--- src/rtl/hsi_m_tx_manch_coder_pkg.sv ---
// Shared FSM encoding, frame geometry and parity helper for the Manchester TX coder.
// Pure definitions: no latency, no flow control.
package hsi_m_tx_manch_coder_pkg;

    typedef enum logic [1:0] {
        MC_IDLE = 2'd0,
        MC_ARM  = 2'd1,
        MC_SYM  = 2'd2,
        MC_GAP  = 2'd3
    } mc_state_t;

    localparam int MC_GAP_BITS   = 2;
    // start + 8 data + parity, two half-bits each
    localparam int MC_SYM_HALVES = 20;

    function automatic logic mc_odd_par(input logic [7:0] b);
        return ~^b;
    endfunction

endpackage

--- src/rtl/hsi_m_tx_manch_coder_sym_gen.sv ---
// Half-bit phase and tick counter; strobes are combinational on the clk_en that ends a section.
// No backpressure: advances only on clk_en while the owner reports symbol or gap activity.
module hsi_manch_sym_gen
    import hsi_m_tx_manch_coder_pkg::*;
(
    input  logic       clk_i,
    input  logic       rst_i,
    input  logic       clk_en_i,
    input  logic       load_i,
    input  logic       sym_run_i,
    input  logic       gap_run_i,
    input  logic [2:0] gap_len_i,
    output logic       phase_o,
    output logic       sym_done_o,
    output logic       gap_done_o
);

    logic [4:0] cnt_q, cnt_d;
    logic       phase_q, phase_d;
    logic [4:0] gap_last;

    assign gap_last   = {1'b0, gap_len_i, 1'b0} - 5'd1;
    assign sym_done_o = clk_en_i & sym_run_i & (cnt_q == 5'(MC_SYM_HALVES - 1));
    assign gap_done_o = clk_en_i & gap_run_i & (cnt_q == gap_last);
    assign phase_o    = phase_q;

    // The counter restarts between sections so 5 bits cover the longest gap.
    always_comb begin
        cnt_d   = cnt_q;
        phase_d = phase_q;
        if (load_i) begin
            cnt_d   = 5'd0;
            phase_d = 1'b0;
        end else if (clk_en_i && (sym_run_i || gap_run_i)) begin
            if (sym_done_o || gap_done_o) begin
                cnt_d = 5'd0;
            end else begin
                cnt_d = cnt_q + 5'd1;
            end
            if (sym_run_i) begin
                phase_d = ~phase_q;
            end
        end
    end

    always_ff @(posedge clk_i) begin
        if (rst_i) begin
            cnt_q   <= 5'd0;
            phase_q <= 1'b0;
        end else begin
            cnt_q   <= cnt_d;
            phase_q <= phase_d;
        end
    end

endmodule

--- src/rtl/hsi_m_tx_manch_coder.sv ---
// Byte-to-Manchester serializer: start, 8 bits MSB-first, odd parity, GAP_BITS idle; first edge 1 clk + next clk_en after accept.
// Bytes offered while busy are dropped and flagged on d_lost the following cycle.
module hsi_m_tx_manch_coder
    import hsi_m_tx_manch_coder_pkg::*;
#(
    parameter int GAP_BITS = MC_GAP_BITS
) (
    input  logic       clk,
    input  logic       rst,
    input  logic       clk_en,
    input  logic [7:0] d,
    input  logic       d_rdy,
    output logic       busy,
    output logic       q,
    output logic       d_lost
);

    mc_state_t  state_q;
    logic [9:0] shreg_q;
    logic       q_q;
    logic       busy_q;
    logic       d_lost_q;

    logic       load;
    logic       phase;
    logic       sym_done;
    logic       gap_done;
    logic       sym_run;
    logic       gap_run;

    assign load    = (state_q == MC_IDLE) && d_rdy;
    assign sym_run = (state_q == MC_ARM) || (state_q == MC_SYM);
    assign gap_run = (state_q == MC_GAP);

    hsi_manch_sym_gen u_sym_gen (
        .clk_i      (clk),
        .rst_i      (rst),
        .clk_en_i   (clk_en),
        .load_i     (load),
        .sym_run_i  (sym_run),
        .gap_run_i  (gap_run),
        .gap_len_i  (3'(GAP_BITS)),
        .phase_o    (phase),
        .sym_done_o (sym_done),
        .gap_done_o (gap_done)
    );

    always_ff @(posedge clk) begin
        if (rst) begin
            state_q  <= MC_IDLE;
            shreg_q  <= 10'd0;
            q_q      <= 1'b0;
            busy_q   <= 1'b0;
            d_lost_q <= 1'b0;
        end else begin
            d_lost_q <= d_rdy && busy_q;
            case (state_q)
                MC_IDLE: begin
                    // A coincident clk_en is not spent here; ARM waits for the next one.
                    if (d_rdy) begin
                        shreg_q <= {1'b1, d, mc_odd_par(d)};
                        busy_q  <= 1'b1;
                        state_q <= MC_ARM;
                    end
                end
                MC_ARM: begin
                    if (clk_en) begin
                        q_q     <= shreg_q[9];
                        state_q <= MC_SYM;
                    end
                end
                MC_SYM: begin
                    if (clk_en) begin
                        if (phase) begin
                            q_q     <= ~shreg_q[9];
                            shreg_q <= {shreg_q[8:0], 1'b0};
                        end else begin
                            q_q <= shreg_q[9];
                        end
                        if (sym_done) begin
                            state_q <= MC_GAP;
                        end
                    end
                end
                MC_GAP: begin
                    if (clk_en) begin
                        q_q <= 1'b0;
                        if (gap_done) begin
                            busy_q  <= 1'b0;
                            state_q <= MC_IDLE;
                        end
                    end
                end
                default: state_q <= MC_IDLE;
            endcase
        end
    end

    assign q      = q_q;
    assign busy   = busy_q;
    assign d_lost = d_lost_q;

endmodule

--- config.mk ---
export PLATFORM = sky130hd
export DESIGN_NAME = hsi_m_tx_manch_coder
export DESIGN_NICKNAME = d
export VERILOG_FILES = /design/src/rtl/hsi_m_tx_manch_coder_pkg.sv /design/src/rtl/hsi_m_tx_manch_coder_sym_gen.sv /design/src/rtl/hsi_m_tx_manch_coder.sv
export SDC_FILE = /design/constraint.sdc
export NUM_CORES = 1
export LEC_CHECK = 0
export CAP_MARGIN = 10
export CELL_PAD_IN_SITES_DETAIL_PLACEMENT = 0
export CELL_PAD_IN_SITES_GLOBAL_PLACEMENT = 1
export CORE_UTILIZATION = 41
export DETAILED_ROUTE_END_ITERATION = 6
export PLACE_DENSITY_LB_ADDON = 0.05
export SLEW_MARGIN = 30
export SYNTH_ARGS = -nofsm -noshare
export SYNTH_HDL_FRONTEND = slang
export SYNTH_SLANG_ARGS = --single-unit
--- constraint.sdc ---
create_clock -name clk -period 2.45 [get_ports clk]
set_clock_uncertainty 0.15 [all_clocks]
set_input_delay 0.6125 -clock clk [delete_from_list [all_inputs] [get_ports clk]]
set_output_delay 0.6125 -clock clk [all_outputs]
set_load 0.1 [all_outputs]
## After elaboration in Yosys (flattened, before gate mapping)

Cells that the tools add are included.

- Input port bits: 12
- Register bits after elaboration: 21

- Mux-type cells: 21
- $add $sub $neg: 1
- Eq/ne operators: 12
- Reductions and logical operators: 17
- Bitwise logic cells: 6

Operator list:

| kind | number |
|---|---|
| $mux 10 | 3 |
| $pmux 10 s2 | 1 |
| $mux 2 | 6 |
| $reduce_and 4->1 | 3 |
| $ne 2x2->1 const B | 5 |
| $pmux 2 s4 | 1 |
| $reduce_xnor 8->1 | 1 |
| $mux 1 | 7 |
| $reduce_and 6->1 | 1 |
| $add 5x1->5 const B | 1 |
| $eq 5x2->1 const B | 1 |
| $eq 5x5->1 const B | 1 |
| $mux 5 | 1 |
| $and 1x1->1 | 4 |
| $eq 2x2->1 const B | 2 |
| $ne 2x1->1 const B | 2 |
| $reduce_bool 2->1 | 2 |
| $logic_and 1x1->1 | 3 |
| $logic_or 1x1->1 | 3 |
| $pmux 1 s3 | 1 |
| $reduce_bool 3->1 | 1 |
| $eq 2x1->1 const B | 1 |
| $logic_not 2->1 | 1 |
| $not 1->1 | 2 |
| other kinds (3) | 3 |

## Depth between registers and ports, before layout

Gate-level depths: netlist of the first run.

- Depth after elaboration: 7
- Mapped depth: 8
- Gate-level depth less buffers: 6

## By module

A second synthesis of the first run with hierarchy kept.

- Cells, all modules: 138
- Area total of the unflattened synthesis: 1,238.7 µm²

By module, submodules not included:

| module | times used | cells an instance | area an instance (µm²) |
|---|---|---|---|
| hsi_m_tx_manch_coder | 1 | 94 | 859.6 |
| hsi_manch_sym_gen | 1 | 44 | 379.1 |

## Least setup slack after synthesis of the first run

No wires, ideal clock.

- Path kind: reg2reg
- From: register state_q[0]
- To: register state_q[0]
- Data required time: 2.167 ns
- Path slack: 0.538 ns
- Stages on the path, launching flop included: 8
- Clock period less this slack: 1.912 ns
- Arrival time: 1.629 ns
- Path through: dfxtp_1 inv_1 ha_1 buf_6 or3_4 a21o_1 a2111oi_2 a211oi_2

- Cells in the longest elaborated chain, start to end: 6
- Elaborated cells on any way between the ends: 17
- Classes of those cells: 9 x eq/ne; 1 x mux; 4 x bitwise; 3 x reduce/logical

Ends and longest elaborated chain:

| item | line | RTL |
|---|---|---|
| from (decl) | hsi_m_tx_manch_coder.sv:18 | `mc_state_t state_q;` |
| from (signal assigned) | hsi_m_tx_manch_coder.sv:50 | `state_q <= MC_IDLE;` |
| from (signal assigned) | hsi_m_tx_manch_coder.sv:63 | `state_q <= MC_ARM;` |
| from (signal assigned) | hsi_m_tx_manch_coder.sv:69 | `state_q <= MC_SYM;` |
| $eq 2x1->1 / $eq 2x2->1 (equally long branches) | hsi_m_tx_manch_coder.sv:32, hsi_m_tx_manch_coder.sv:57 |  |
| $logic_or 1x1->1 | hsi_m_tx_manch_coder.sv:32 | `assign sym_run = (state_q == MC_ARM) \|\| (state_q == MC_SYM);` |
| $and 1x1->1 (2 in a row) | hsi_m_tx_manch_coder_sym_gen.sv:23 | `assign sym_done_o = clk_en_i & sym_run_i & (cnt_q == 5'(MC_SYM_HALVES - 1));` |
| $ne 2x1->1 (no line) | -- |  |
| $reduce_and 6->1 (no line) | -- |  |

Parallel ways exist; a longest one is shown, timed or not.
A chain may end at the register's enable or synchronous reset.

## Worst setup path after layout of the first run

- From: input port clk_en
- To: register state_q[0]

- Cells in the longest elaborated chain, start to end: 4
- Elaborated cells on any way between the ends: 10
- Classes of those cells: 5 x eq/ne; 4 x bitwise; 1 x reduce/logical

Ends and longest elaborated chain:

| item | line | RTL |
|---|---|---|
| from (decl) | hsi_m_tx_manch_coder.sv:10 | `input logic clk_en,` |
| $and 1x1->1 (on tied branches) (2 in a row) | hsi_m_tx_manch_coder_sym_gen.sv:24, hsi_m_tx_manch_coder_sym_gen.sv:23 |  |
| $ne 2x2->1 (no line) / $ne 2x1->1 (equally long branches) | -- |  |
| $reduce_and 6->1 (no line) (*) | -- |  |

Every way passes the cells marked *; elsewhere a longest branch is shown, timed or not.

==> metrics.csv, run 1 <==
metric;value;unit
storage element area;420;um^2
Setup CP Type;in -> reg;
Port-buffer cells;14;
Setup crit end;state_q[0];
pin count of the biggest net entering global routing;18;
max-cap violation count;0;
Async S/R FF share, synth;0;
multi-input logic area;713;um^2
TritonCTS buffer count;3;
clk slew on worst S/H paths;0.12;ns
ANT nets after route;0;
P&R area growth vs syn;17.8;%
RSZ-0062 raised after global routing;false;
worst rel slew slack;0.747;
Core Area;2760;um^2
fin crit share;0.843;
slowest library cell on the worst path;clkdlybuf4s50_1;
DIE WIDTH;55.9;um
Max stage delay on crit path;0.52;ns
GR peak layer;met2;
worst slew pin tran;0.379;ns
fin. max-slew vios;0;
CTS tree;yes;
Global Route Usage Sum;0.160;
Hold Slack;0.328;ns
total number of cells along the worst setup path;5;
initial antenna violation count;0;
final setup violation count;0;
Post-synth top flop;dfxtp_1;
reg2reg end;state_q[0];
clk buf depth;2;
wire per inst;12.9;um
CP startpoint;clk_en;
Starting Density;0.432;
Mapped Cells;126;
status;finished clean;
post-CTS setup buffers;0;
most common cell after layout, fill and taps aside;dfxtp_1;
reg2reg start;state_q[0];
CP Buf/Inv Count;1;
Fillers;285;
Sink Count;21;
grt total ovfl;0;
Syn Nets;144;
# resized after CTS;0;
Period minus WS final;2.07;ns
unique cell type count in the Yosys netlist;35;
Ys Warns;0;
clk root buf;clkbuf_4;
Cell Rows;19;
share of layout cells above drive strength 1;0.159;
EDFF count, synth;0;
drt pass-1 iters;4;
Hold Path Class;reg -> reg;
vias in the first global route;886;
n_diodes;0;
# DRC;0;
CP required;2.50;ns
sequential cell area fraction in the yosys report;0.353;
clock insertion delay at the later pin of the skew report;0.30;ns
crit end category;flop;
Synth Area per Inst;9.45;um^2
leading cell types in the layout, fill and taps excluded;dfxtp_1, nor2_1, mux2i_1, clkdlybuf4s50_1, buf_4;
hpwl dp;1620;um
Max VDD drop;0.000892;V
wire length of the first global-routing pass;3950;um
crit start category;input pin;
global placement routability congestion;0.725;
Post-CTS Hold Fix Bufs;0;
Die Height;55.9;um
Lkg Pwr;0.518;nW
Post-Syn Area;1190;um^2
Die Area;3120;um^2
Setup TNS;0;ns
H-tree levels;1;
routed via count;902;
Critical Path, Cell by Cell;clkdlybuf4s50_1 > nand4bb_4 > or3_4 > a2111oi_2 > a211oi_2;
reg2reg path depth;6;
highest clock rate;484;MHz
# IOs;15;
reg2reg setup slack;0.41;ns
met2 Usage GRT;0.234;
global routing usage on met3;0.0349;
Top delay family on crit path;simple AND/OR/NAND/NOR gates;
met1 Use GR;0.228;
Total Routed Length;2270;um
FF+latch count, synth;21;
Worst Path Max Fanout;4;
post-layout utilization of the core;0.509;
Final Net Count;164;
Cell Pwr Density;1150;nW/um^2
Final Hold Vio Count;0;
Vias/cell;5.13;
Crit path arrival time;2.11;ns
initial drt markers;17;
worst register-to-register path: stages (launching register included):
cell and delay [ns]:
dfxtp_1 0.39, inv_1 0.12, ha_1 0.31, or2_2 0.34, o31a_1 0.14, a2111oi_2 0.41
a211oi_2 0.08
sequential cells by signal, summed over array words and instances, names as in the netlist:
signal             flops
shreg_q               10
u_sym_gen.cnt_q        5
state_q                2
busy                   1
d_lost                 1
q                      1
u_sym_gen.phase_o      1
where the power goes:
group	internal [mW]	leakage [nW]	switching (mW)	total [mW]
combinational	0.391	0.330	0.526	0.916
sequential	0.457	0.173	0.0704	0.527
clock	0.0635	0.0150	0.105	0.168
total	0.911	0.518	0.701	1.61
kinds of logic (layout without fill, tap and decap cells):
group	after synthesis	after routing	synth area share
flip-flops	21	21	0.353
AO/OA/AOI/OAI	23	23	0.158
XOR/XNOR	12	12	0.0882
AND/OR/NAND/NOR	42	42	0.197
adder cells (fa/ha/maj)	6	6	0.0630
multiplexers	11	11	0.0924
buffers and inverters	11	30	0.0483
Yosys cell counts (all sizes together) (2+ instances only):
master  instances  area (um^2)
dfxtp          21          420
nor2           20         77.6
mux2i          11          110
a211oi         10         85.1
xnor2           8         70.1
ha              6         75.1
nand2           6         22.5
a21oi           5         25.0
inv             5         18.8
buf             4         31.3
xor2            4         35.0
or3             3         28.8
a21o            2         15.0
clkbuf          2         7.51
nand2b          2         12.5
nand4           2         12.5
nor2b           2         12.5
per-stage QoR:
step                      power (mW)  cell area [um^2]  setup slack, ns  cells
after floorplan                 1.26              1190            0.538    126
after global placement          1.44              1380            0.105    172
after detailed placement        1.45              1380           0.0478    172
after CTS                       1.63              1400            0.388    176
after global routing            1.75              1400            0.295    176
final                           1.61              1400            0.384    176
worst min-delay path by stage:
stage                     startpoint          to  slack [ns]  cells after the start
after global placement          busy      d_lost        0.31                      2
after global routing            busy      d_lost        0.37                      2
after CTS                       busy      d_lost        0.33                      2
after detailed placement        busy      d_lost        0.31                      2
final                           busy      d_lost        0.33                      2
after floorplan           shreg_q[0]  shreg_q[0]        0.30                      2
final cells by class:
cell class / instances / area share
Multi-Input combinational cell: 94 / 0.508
Clock buffer: 4 / 0.0187
Sequential cell: 21 / 0.300
Inverter: 5 / 0.0134
Timing Repair Buffer: 21 / 0.132
Tap cell: 31 / 0.0277
metal layers:
layer  wire (um)  share of wire
met4          33          0.015
met3          74          0.033
met2         935           0.41
met1        1230           0.54
met5           0              0
(Power assumes the default switching activity.)
==> run 2: changes to the inputs <==
Clock period 2.45 ns to 2.07 ns, I/O delays scaled along.
==> metrics.csv, run 2 (synthesized netlist as in run 1, its figures left out) <==
metric;value;unit;change
clk buf depth;2;;unchanged
design area;1510;um^2;+7.4%
worst slack, placed;-0.193;ns;-0.241 ns
post-CTS setup buffers;0;;unchanged
pin count of the biggest net entering global routing;19;;+1
n_diodes;0;;unchanged
Lkg Pwr;0.558;nW;+7.8%
global placement routability congestion;0.777;;+7.1%
Sink Count;21;;unchanged
Worst Path Max Fanout;5;;+1
Die Area;3120;um^2;unchanged
H-tree levels;1;;unchanged
Sw Share;0.423;;-0.0117
Hold Path Class;reg -> reg;;
most flop-heavy register;shreg_q;;
power share of the combinational group;0.590;;+0.022
Period minus WS final;1.96;ns;
Max stage delay on crit path;0.39;ns;-0.13 ns
leading cell types in the layout, fill and taps excluded;dfxtp_1, nor2_1, mux2i_1, clkdlybuf4s50_1, buf_4;;
hpwl dp;1610;um;-0.92%
initial drt markers;16;;-1
Critical Path, Cell by Cell;inv_1 > ha_2 > or3_4 > a21o_1 > a21o_1 > a211oi_2;;
clk slew on worst S/H paths;0.13;ns;about the same
top flop regs;shreg_q x10, u_sym_gen.cnt_q x5, state_q x2;;
DIE WIDTH;55.9;um;unchanged
Starting Density;0.432;;unchanged
CP startpoint;state_q[0];;
worst rel slew slack;0.781;;+0.0334
Post-CTS Hold Fix Bufs;0;;unchanged
Non-Filler Instances;181;;+2.8%
crit end category;flop;;
fin crit share;0.949;;
Psw;864;uW;+23%
HP Start;shreg_q[0];;
Final Net Count;169;;+3.0%
share of layout cells above drive strength 1;0.200;;+0.0414
Die Height;55.9;um;unchanged
placed cells;177;;+2.9%
fin. max-slew vios;0;;unchanged
Final Hold Vio Count;0;;unchanged
Crit path arrival time;2.06;ns;-0.05 ns
crit start category;flop;;
Fillers;260;;-8.8%
initial antenna violation count;0;;unchanged
Internal;1.18;mW;+29%
# DRC;0;;unchanged
P&R area growth vs syn;26.5;%;
Total Routed Length;2190;um;-3.7%
Setup CP Type;reg -> reg;;
highest clock rate;509;MHz;
worst slew pin tran;0.329;ns;-0.0500 ns
clk root buf;clkbuf_4;;
# IOs;15;;unchanged
grt total ovfl;0;;unchanged
Post-DP Area;1460;um^2;+6.4%
CP most frequent cell;a21o_1;;
final setup violation count;0;;unchanged
wire length of the first global-routing pass;3860;um;-2.1%
Cell Pwr Density;1360;nW/um^2;+18%
CTS tree;yes;;
fin worst setup slack;0.105;ns;-0.279 ns
Max VDD drop;0.00103;V;+16%
most common cell after layout, fill and taps aside;dfxtp_1;;
sequential share of power;0.310;;-0.017
max-cap violation count;0;;unchanged
Top delay family on crit path;compound AO/OA/AOI/OAI gates;;
Core Area;2760;um^2;unchanged
reg2reg start;state_q[0];;
ANT nets after route;0;;unchanged
vias in the first global route;918;;+3.6%
routed via count;938;;+4.0%
Setup TNS;0;ns;unchanged
status;finished clean;;
Global Route Usage Sum;0.155;;-0.00423
TritonCTS buffer count;3;;unchanged
CP required;2.16;ns;-0.34 ns
Port-buffer cells;14;;unchanged
wire per inst;12.1;um;-6.4%
max reg flops;10;;unchanged
storage element area;420;um^2;unchanged
slowest library cell on the worst path;dfxtp_1;;
clock insertion delay at the later pin of the skew report;0.31;ns;about the same
multi-input logic area;728;um^2;+2.1%
CP Buf/Inv Count;1;;unchanged
Clock Power Share;0.100;;-0.005
drt pass-1 iters;4;;unchanged
post-layout utilization of the core;0.546;;+0.0377
Cell Rows;19;;unchanged
Vias/cell;5.18;;+1.1%
## run 2: timing repair
item | in CTS | in global routing
endpoints found under the hold margin | 0 | 0
gates resized for setup | 0 | 2
setup endpoints to repair | 0 | 2
## run 2: power by group through the flow
| stage | combinational [mW] | sequential (mW) | clock (mW) |
|---|---|---|---|
| 3_3_place_gp | 1.17 | 0.637 | 0 |
| 2_1_floorplan | 0.769 | 0.724 | 0 |
| 4_1_cts | 1.18 | 0.635 | 0.221 |
| 3_5_place_dp | 1.18 | 0.645 | 0 |
| 6_report | 1.20 | 0.633 | 0.205 |
| 5_1_grt | 1.34 | 0.651 | 0.228 |
## run 2: per-layer routing
layer | track usage | up-vias | wire length, um
li1 | - | 495 | -
met1 | 0.221 | 433 | 1150
met2 | 0.232 | 8 | 972
met3 | 0.0209 | 2 | 48
met4 | 0.0732 | 0 | 16
met5 | 0 | - | 0
## run 2: worst register-to-register path: cells and delay by family (launching register included)
kind	cells	cell delay [ns]
AO/OA/AOI/OAI	3	0.61
flip-flops	1	0.39
AND/OR/NAND/NOR	1	0.39
adder cells (fa/ha/maj)	1	0.25
buffers and inverters	1	0.11
## run 2: worst paths after layout
path                      to  slack (ns)  cells past startpoint
setup / recovery  state_q[0]        0.11                      6
hold / removal    shreg_q[0]        0.35                      2
setup reg to reg  state_q[0]        0.11                      6
hold reg to reg   shreg_q[0]        0.35                      2
## run 2: through the flow
stage	power, mW	hold WS [ns]
4_1_cts	2.04	0.357
3_3_place_gp	1.81	0.320
5_1_grt	2.22	0.374
3_5_place_dp	1.82	0.338
2_1_floorplan	1.49	0.302
6_report	2.04	0.351
## run 2: final cells by class
type / count / share of cell area
clock buffers: 3 / 0.0150
flip-flops and latches: 21 / 0.279
multi-input cells: 94 / 0.483
repair buffers: 26 / 0.181
inverters: 5 / 0.0125
well taps: 31 / 0.0257
clock inverters: 1 / 0.00332
